`src/rtl/multdiv_ctrl.sv`:
```
// Sequencing controller for the iterative multiply/divide datapath: Booth decode for multiply,
// restore decisions for divide, and a one-cycle ready/exception pulse on completion.
module multdiv_ctrl #(
    parameter int unsigned WIDTH = 32,
    parameter int unsigned CNT_W = 6
) (
    input  logic             clk,
    input  logic             reset_n,
    input  logic             ctrl_MULT,
    input  logic             ctrl_DIV,
    input  logic [1:0]       last_2_bits,
    input  logic             divisor_is_zero,
    input  logic             rem_negative,
    input  logic             mult_overflow,
    output logic [1:0]       booth_op,
    output logic             div_restore,
    output logic             iter_en,
    output logic             busy,
    output logic [CNT_W-1:0] cnt,
    output logic             data_resultRDY,
    output logic             data_exception
);

    typedef enum logic [1:0] {
        StIdle,
        StMult,
        StDiv,
        StDone
    } state_e;

    state_e           state_q;
    logic [CNT_W-1:0] cnt_q;
    logic             exc_q;
    logic             last_iter;

    assign last_iter = (cnt_q == CNT_W'(WIDTH - 1));

    // A start in any state restarts from cnt=0; an in-flight operation never reaches StDone.
    always_ff @(posedge clk or negedge reset_n) begin
        if (!reset_n) begin
            state_q <= StIdle;
            cnt_q   <= '0;
            exc_q   <= 1'b0;
        end else if (ctrl_MULT) begin
            state_q <= StMult;
            cnt_q   <= '0;
            exc_q   <= 1'b0;
        end else if (ctrl_DIV) begin
            state_q <= divisor_is_zero ? StDone : StDiv;
            cnt_q   <= '0;
            exc_q   <= divisor_is_zero;
        end else begin
            unique case (state_q)
                StIdle: ;
                StMult: begin
                    cnt_q <= cnt_q + CNT_W'(1);
                    if (last_iter) begin
                        exc_q   <= mult_overflow;
                        state_q <= StDone;
                    end
                end
                StDiv: begin
                    cnt_q <= cnt_q + CNT_W'(1);
                    if (last_iter) begin
                        state_q <= StDone;
                    end
                end
                StDone: state_q <= StIdle;
                default: state_q <= StIdle;
            endcase
        end
    end

    always_comb begin
        booth_op       = 2'b00;
        div_restore    = 1'b0;
        iter_en        = 1'b0;
        busy           = 1'b0;
        data_resultRDY = 1'b0;
        data_exception = 1'b0;
        unique case (state_q)
            StIdle: ;
            StMult: begin
                iter_en = 1'b1;
                busy    = 1'b1;
                // Booth pair 01 adds, 10 subtracts; 00 and 11 are runs with no action.
                if (last_2_bits == 2'b01) begin
                    booth_op = 2'b01;
                end else if (last_2_bits == 2'b10) begin
                    booth_op = 2'b10;
                end
            end
            StDiv: begin
                iter_en     = 1'b1;
                busy        = 1'b1;
                div_restore = rem_negative;
            end
            StDone: begin
                data_resultRDY = 1'b1;
                data_exception = exc_q;
            end
            default: ;
        endcase
    end

    assign cnt = cnt_q;

endmodule

```
`config.mk`:
```
export PLATFORM = sky130hd
export DESIGN_NAME = multdiv_ctrl
export DESIGN_NICKNAME = d
export VERILOG_FILES = /design/src/rtl/multdiv_ctrl.sv
export SDC_FILE = /design/constraint.sdc
export NUM_CORES = 1
export LEC_CHECK = 0
export BUFFER_PORTS_ARGS = -buffer_cell sky130_fd_sc_hd__buf_2
export CAP_MARGIN = 15
export CORE_MARGIN = 1.5
export CORE_UTILIZATION = 45
export DETAILED_ROUTE_END_ITERATION = 8
export GPL_TIMING_DRIVEN = 0
export HOLD_SLACK_MARGIN = 0.02
export PLACE_DENSITY = 0.73
export SKIP_CTS_REPAIR_TIMING = 1
export SKIP_LAST_GASP = 1
export SYNTH_ARGS = -nofsm -noshare
export SYNTH_HDL_FRONTEND = slang
export SYNTH_SLANG_ARGS = --single-unit
```
`constraint.sdc`:
```
create_clock -name clk -period 2.4 [get_ports clk]
set_clock_uncertainty 0.15 [all_clocks]
set_input_delay 0 -clock clk [delete_from_list [all_inputs] [get_ports clk]]
set_output_delay 0 -clock clk [all_outputs]
set_load 0.005 [all_outputs]
```
# Word-level counts from Yosys, hierarchy flattened
# Index checks and enable logic that the tools add are counted.
# classes
shifts	0
order_cmp	0
add_sub_neg	1
bitwise	0
mul	0
eq_ne	7
div	0
n_mux	19
reduce_logical	7
# op_table
op	n
6-bit 2-to-1 mux	3
2-bit 2-to-1 mux	6
1-bit 2-to-1 mux	9
3-bit nonzero test	3
6-bit by 1-bit adder with 6-bit output, second input constant	1
2-bit equality test, second input constant	3
6-bit by 5-bit equality test with 1-bit output, second input constant	1
2-bit by 1-bit equality test with 1-bit output, second input constant	2
4-bit by 1-bit != test with 1-bit output, second input constant	1
2-bit case mux with 2 select lines	1
2-bit AND reduction	2
4-bit nonzero test	1
2-bit OR reduction	1
# totals
elab_cells	37
memories	0
ramBits	0
romBits	0
register_bits	9
out_inout_bits	13
latch_bits	0

# Depth between registers and ports, before layout
# logic_depth
word_depth	5
depth_mapped	6
ltp_nobuf	5

# Worst setup path after synthesis
# No wires, ideal clock.
# synth_path
kind	register -> register
start	reg state_q[0]
end	reg cnt_q[5], in the netlist cnt[5]
setup_slack_ns	0.705
stages_incl_launch_ff	7
t_arrival_ns	1.468
n_path_buf	1
period_less_slack_ns	1.695
path_cell_list	dfrtp_1 inv_1 ha_1 buf_6 nand4b_4 or3_1 a21oi_1
# synth_between
elab_chain_len	3
# synth_lines
item	line_no	text
from (decl)	31	state_e state_q;
from (signal assigned)	41	state_q <= StIdle;
from (signal assigned)	45	state_q <= StMult;
from (signal assigned)	49	state_q <= divisor_is_zero ? StDone : StDiv;
2-bit by 1-bit equality test with 1-bit output / 2-bit equality test (equally long branches)	53	unique case (state_q)
2-bit OR reduction (no line) (*)	--	
3-bit nonzero test (no line) (*)	--	
to (signal assigned)	56	cnt_q <= cnt_q + CNT_W'(1);
to (signal assigned)	63	cnt_q <= cnt_q + CNT_W'(1);
to (decl)	32	logic [CNT_W-1:0] cnt_q;
# Every way passes the cells marked *; elsewhere a longest branch is shown, timed or not.
# A chain may end at the register's enable or synchronous reset.

# Final worst setup path
# Ends and elaborated chain as after synthesis.

==> results.json <==
{
  "netlist.top_cell.by_area": "dfrtp_1",
  "cts_root_buf": "clkbuf_4",
  "fillerInstances": 127,
  "startpoint": "state_q[0]$_DFFE_PN0P_",
  "netlist.area_leader.share": 0.3636,
  "crit_type": "register to register",
  "final_cell_mix": "buf_2, dfrtp_1, nor2_1",
  "ys.flop_type": "dfrtp_1",
  "yosysWarnings": 0,
  "cp.arrival_ps": 1840,
  "required_ps": 2430,
  "slew_violations": 0,
  "grtUsageTotal": 0.1707,
  "die_width_um": 40.10,
  "grt_pass1_vias": 441,
  "reg2reg_to": "cnt[5]$_DFFE_PN0P_",
  "endpoint_kind": "register",
  "drtIter0Drc": 9,
  "p_sw_w": 0.0001355,
  "post-dp-hpwl_um": 937.1,
  "critPathTopFamily": "simple AND/OR/NAND/NOR gates",
  "layout_commonest_cell": "buf_2",
  "hold_depth": 3,
  "placed_area_um2": 743.2,
  "critPathMaxStageDelay_ps": 380,
  "cts_buffers": 3,
  "gp_congestion": 0.7483,
  "fmax_mhz": 555.1,
  "drc": 0,
  "cts.sinks": 9,
  "wirelength_mm": 1.172,
  "ir_drop_mv": 0.2933,
  "final_util": 0.6232,
  "run_status": "complete, but fails checks",
  "cp_num_buf_inv": 2,
  "ys_types": 30,
  "p_comb_frac": 0.354,
  "area_growth_pct": 29.29,
  "initial_core_util": 0.4820,
  "maxCapViolCount": 0,
  "h-tree-depth": 1,
  "crit_path_max_fanout": 10,
  "worstHoldStart": "ctrl_MULT",
  "slowest_stage": "dfrtp_1",
  "setup_viol": 0,
  "fin_area_um2": 800.8,
  "p_per_area_nw_per_um2": 553.0,
  "io_pins": 22,
  "nNetsFinal": 104,
  "synth-seq-cells": 9,
  "coreArea_um2": 1285,
  "grt_antenna_before_repair": 0,
  "violations": "hold timing",
  "grt_pass1_wl_mm": 1.773,
  "fin_tns_setup_ps": 0,
  "clk_latency_ps": 260,
  "async_reset_ff_frac": 1.000,
  "antenna_left": 0,
  "rsz0062_at_grt": "no",
  "dieArea_um2": 1608,
  "r2r_setup_slack_ps": 600,
  "dr_total_vias": 527,
  "gr-total-overflow": 0,
  "portBuffers": 21,
  "drive_above_1_share": 0.3444,
  "whs_ps": -1.006,
  "p_clk_frac": 0.252,
  "hold_end": "state_q[0]$_DFFE_PN0P_",
  "p_seq_frac": 0.394,
  "synth.avg_cell_area_um2": 9.989,
  "timing.critical_path.cells": "inv_1 -> ha_1 -> buf_6 -> nand4b_4 -> or3_1 -> a21oi_1",
  "hold_class": "input port to register",
  "reg2reg_depth": 6,
  "clk_pin_slew_ps": 60,
  "die_h_um": 40.10,
  "netlist_area_um2": 619.3,
  "cts_buffer_depth": 2,
  "synthTopCellsByArea": "dfrtp_1, ha_1, mux2i_1",
  "grt_max_degree": 11,
  "syn-instance-count": 62,
  "p_leak_nw": 0.4557,
  "drt-wirelength-per-cell_um": 11.16,
  "final_hold_viol_count": 1,
  "cts_tree": "done",
  "num_rows": 13,
  "r2r-start": "state_q[0]$_DFFE_PN0P_",
  "via_per_inst": 5.019,
  "netSwitchingFraction": 0.3061,
  "synth_nets": 75,
  "synth_edf_count": 0,
  "start_kind": "register",
  "maxSlewHeadroom": 0.7300,
  "finalCriticalPeriod_ps": 1801,
  "antenna_cells": 0,
  "finalCritPeriodShare": 0.7506,
  "seq_area_frac_synth": 0.3636,
  "cellInternalPower_w": 0.0003073,
  "first_pass_iters": 4,
  "tightest_slew_ps": 403.7
}
## area by class of cell
class | instances | area [um^2] | share of cell area
sequential | 9 | 225.2 | 0.2813
timing repair buffer | 24 | 135.1 | 0.1688
buffer | 3 | 22.52 | 0.02812
clock buffer | 3 | 22.52 | 0.02812
multi-input combinational | 46 | 356.6 | 0.4453
tap | 15 | 18.77 | 0.02344
inverter | 4 | 15.01 | 0.01875
clock inverter | 1 | 5.005 | 0.006250
## worst max path at each step
stage / end / slack [ps] / cells after the start
after CTS: cnt[5]$_DFFE_PN0P_ / 580 / 6
after global routing: cnt[5]$_DFFE_PN0P_ / 510 / 6
final: cnt[5]$_DFFE_PN0P_ / 600 / 6
after global placement: cnt[5]$_DFFE_PN0P_ / 640 / 6
after detailed placement: cnt[5]$_DFFE_PN0P_ / 600 / 6
after floorplan: cnt[5]$_DFFE_PN0P_ / 700 / 6
## state kept, by name (all words and copies together) (netlist names)
signal   count
cnt          6
exc_q        1
state_q      2
## synthesized netlist by cell type (2+ instances only)
master	number
xor2_1	3
inv_1	4
ha_1	4
nand2b_1	3
nand2_1	2
nor2_1	8
and3b_1	2
dfrtp_1	9
and2_1	2
mux2i_1	3
nor2b_1	2
a21oi_1	2
## worst reg2reg max path, stage by stage (launching register included)
cell and delay (ps):
dfrtp_1 380, inv_1 70, ha_1 300, buf_6 150, nand4b_4 180, or3_1 360, a21oi_1 150
## kinds of logic after synthesis
group | synth area share
compound gates | 0.1132
xor+xnor | 0.05658
fa+ha+maj | 0.08081
buf+inv | 0.06060
flops | 0.3636
mux | 0.07272
simple gates | 0.2525
## routing by layer
metal	up-vias	part of all wire	track usage	routed length (um)
met5	-	0	0	0
met2	9	0.50	0.2742	586
met4	0	0	0.02586	0
li1	268	-	-	-
met1	250	0.45	0.2082	529
met3	0	0.048	0.08333	56
## through the flow
step	setup slack, ps	hold WS, ps	std cells	total power, W
after floorplan	705.0	-445.6	62	0.0002804
after global placement	642.5	-289.8	98	0.0003285
after detailed placement	600.7	-291.4	98	0.0003323
after CTS	582.8	-574.7	102	0.0004467
after global routing	507.7	20.18	105	0.0004824
final	598.6	-1.006	105	0.0004429
## power groups by stage
stage	combinational [W]	clock, W	sequential [W]
6_report	0.000157	0.000112	0.000175
5_1_grt	0.000180	0.000126	0.000177
4_1_cts	0.000154	0.000117	0.000175
3_5_place_dp	0.000154	0	0.000178
3_3_place_gp	0.000151	0	0.000177
2_1_floorplan	0.000105	0	0.000176
Note: power is estimated with default switching activity, not from simulation.
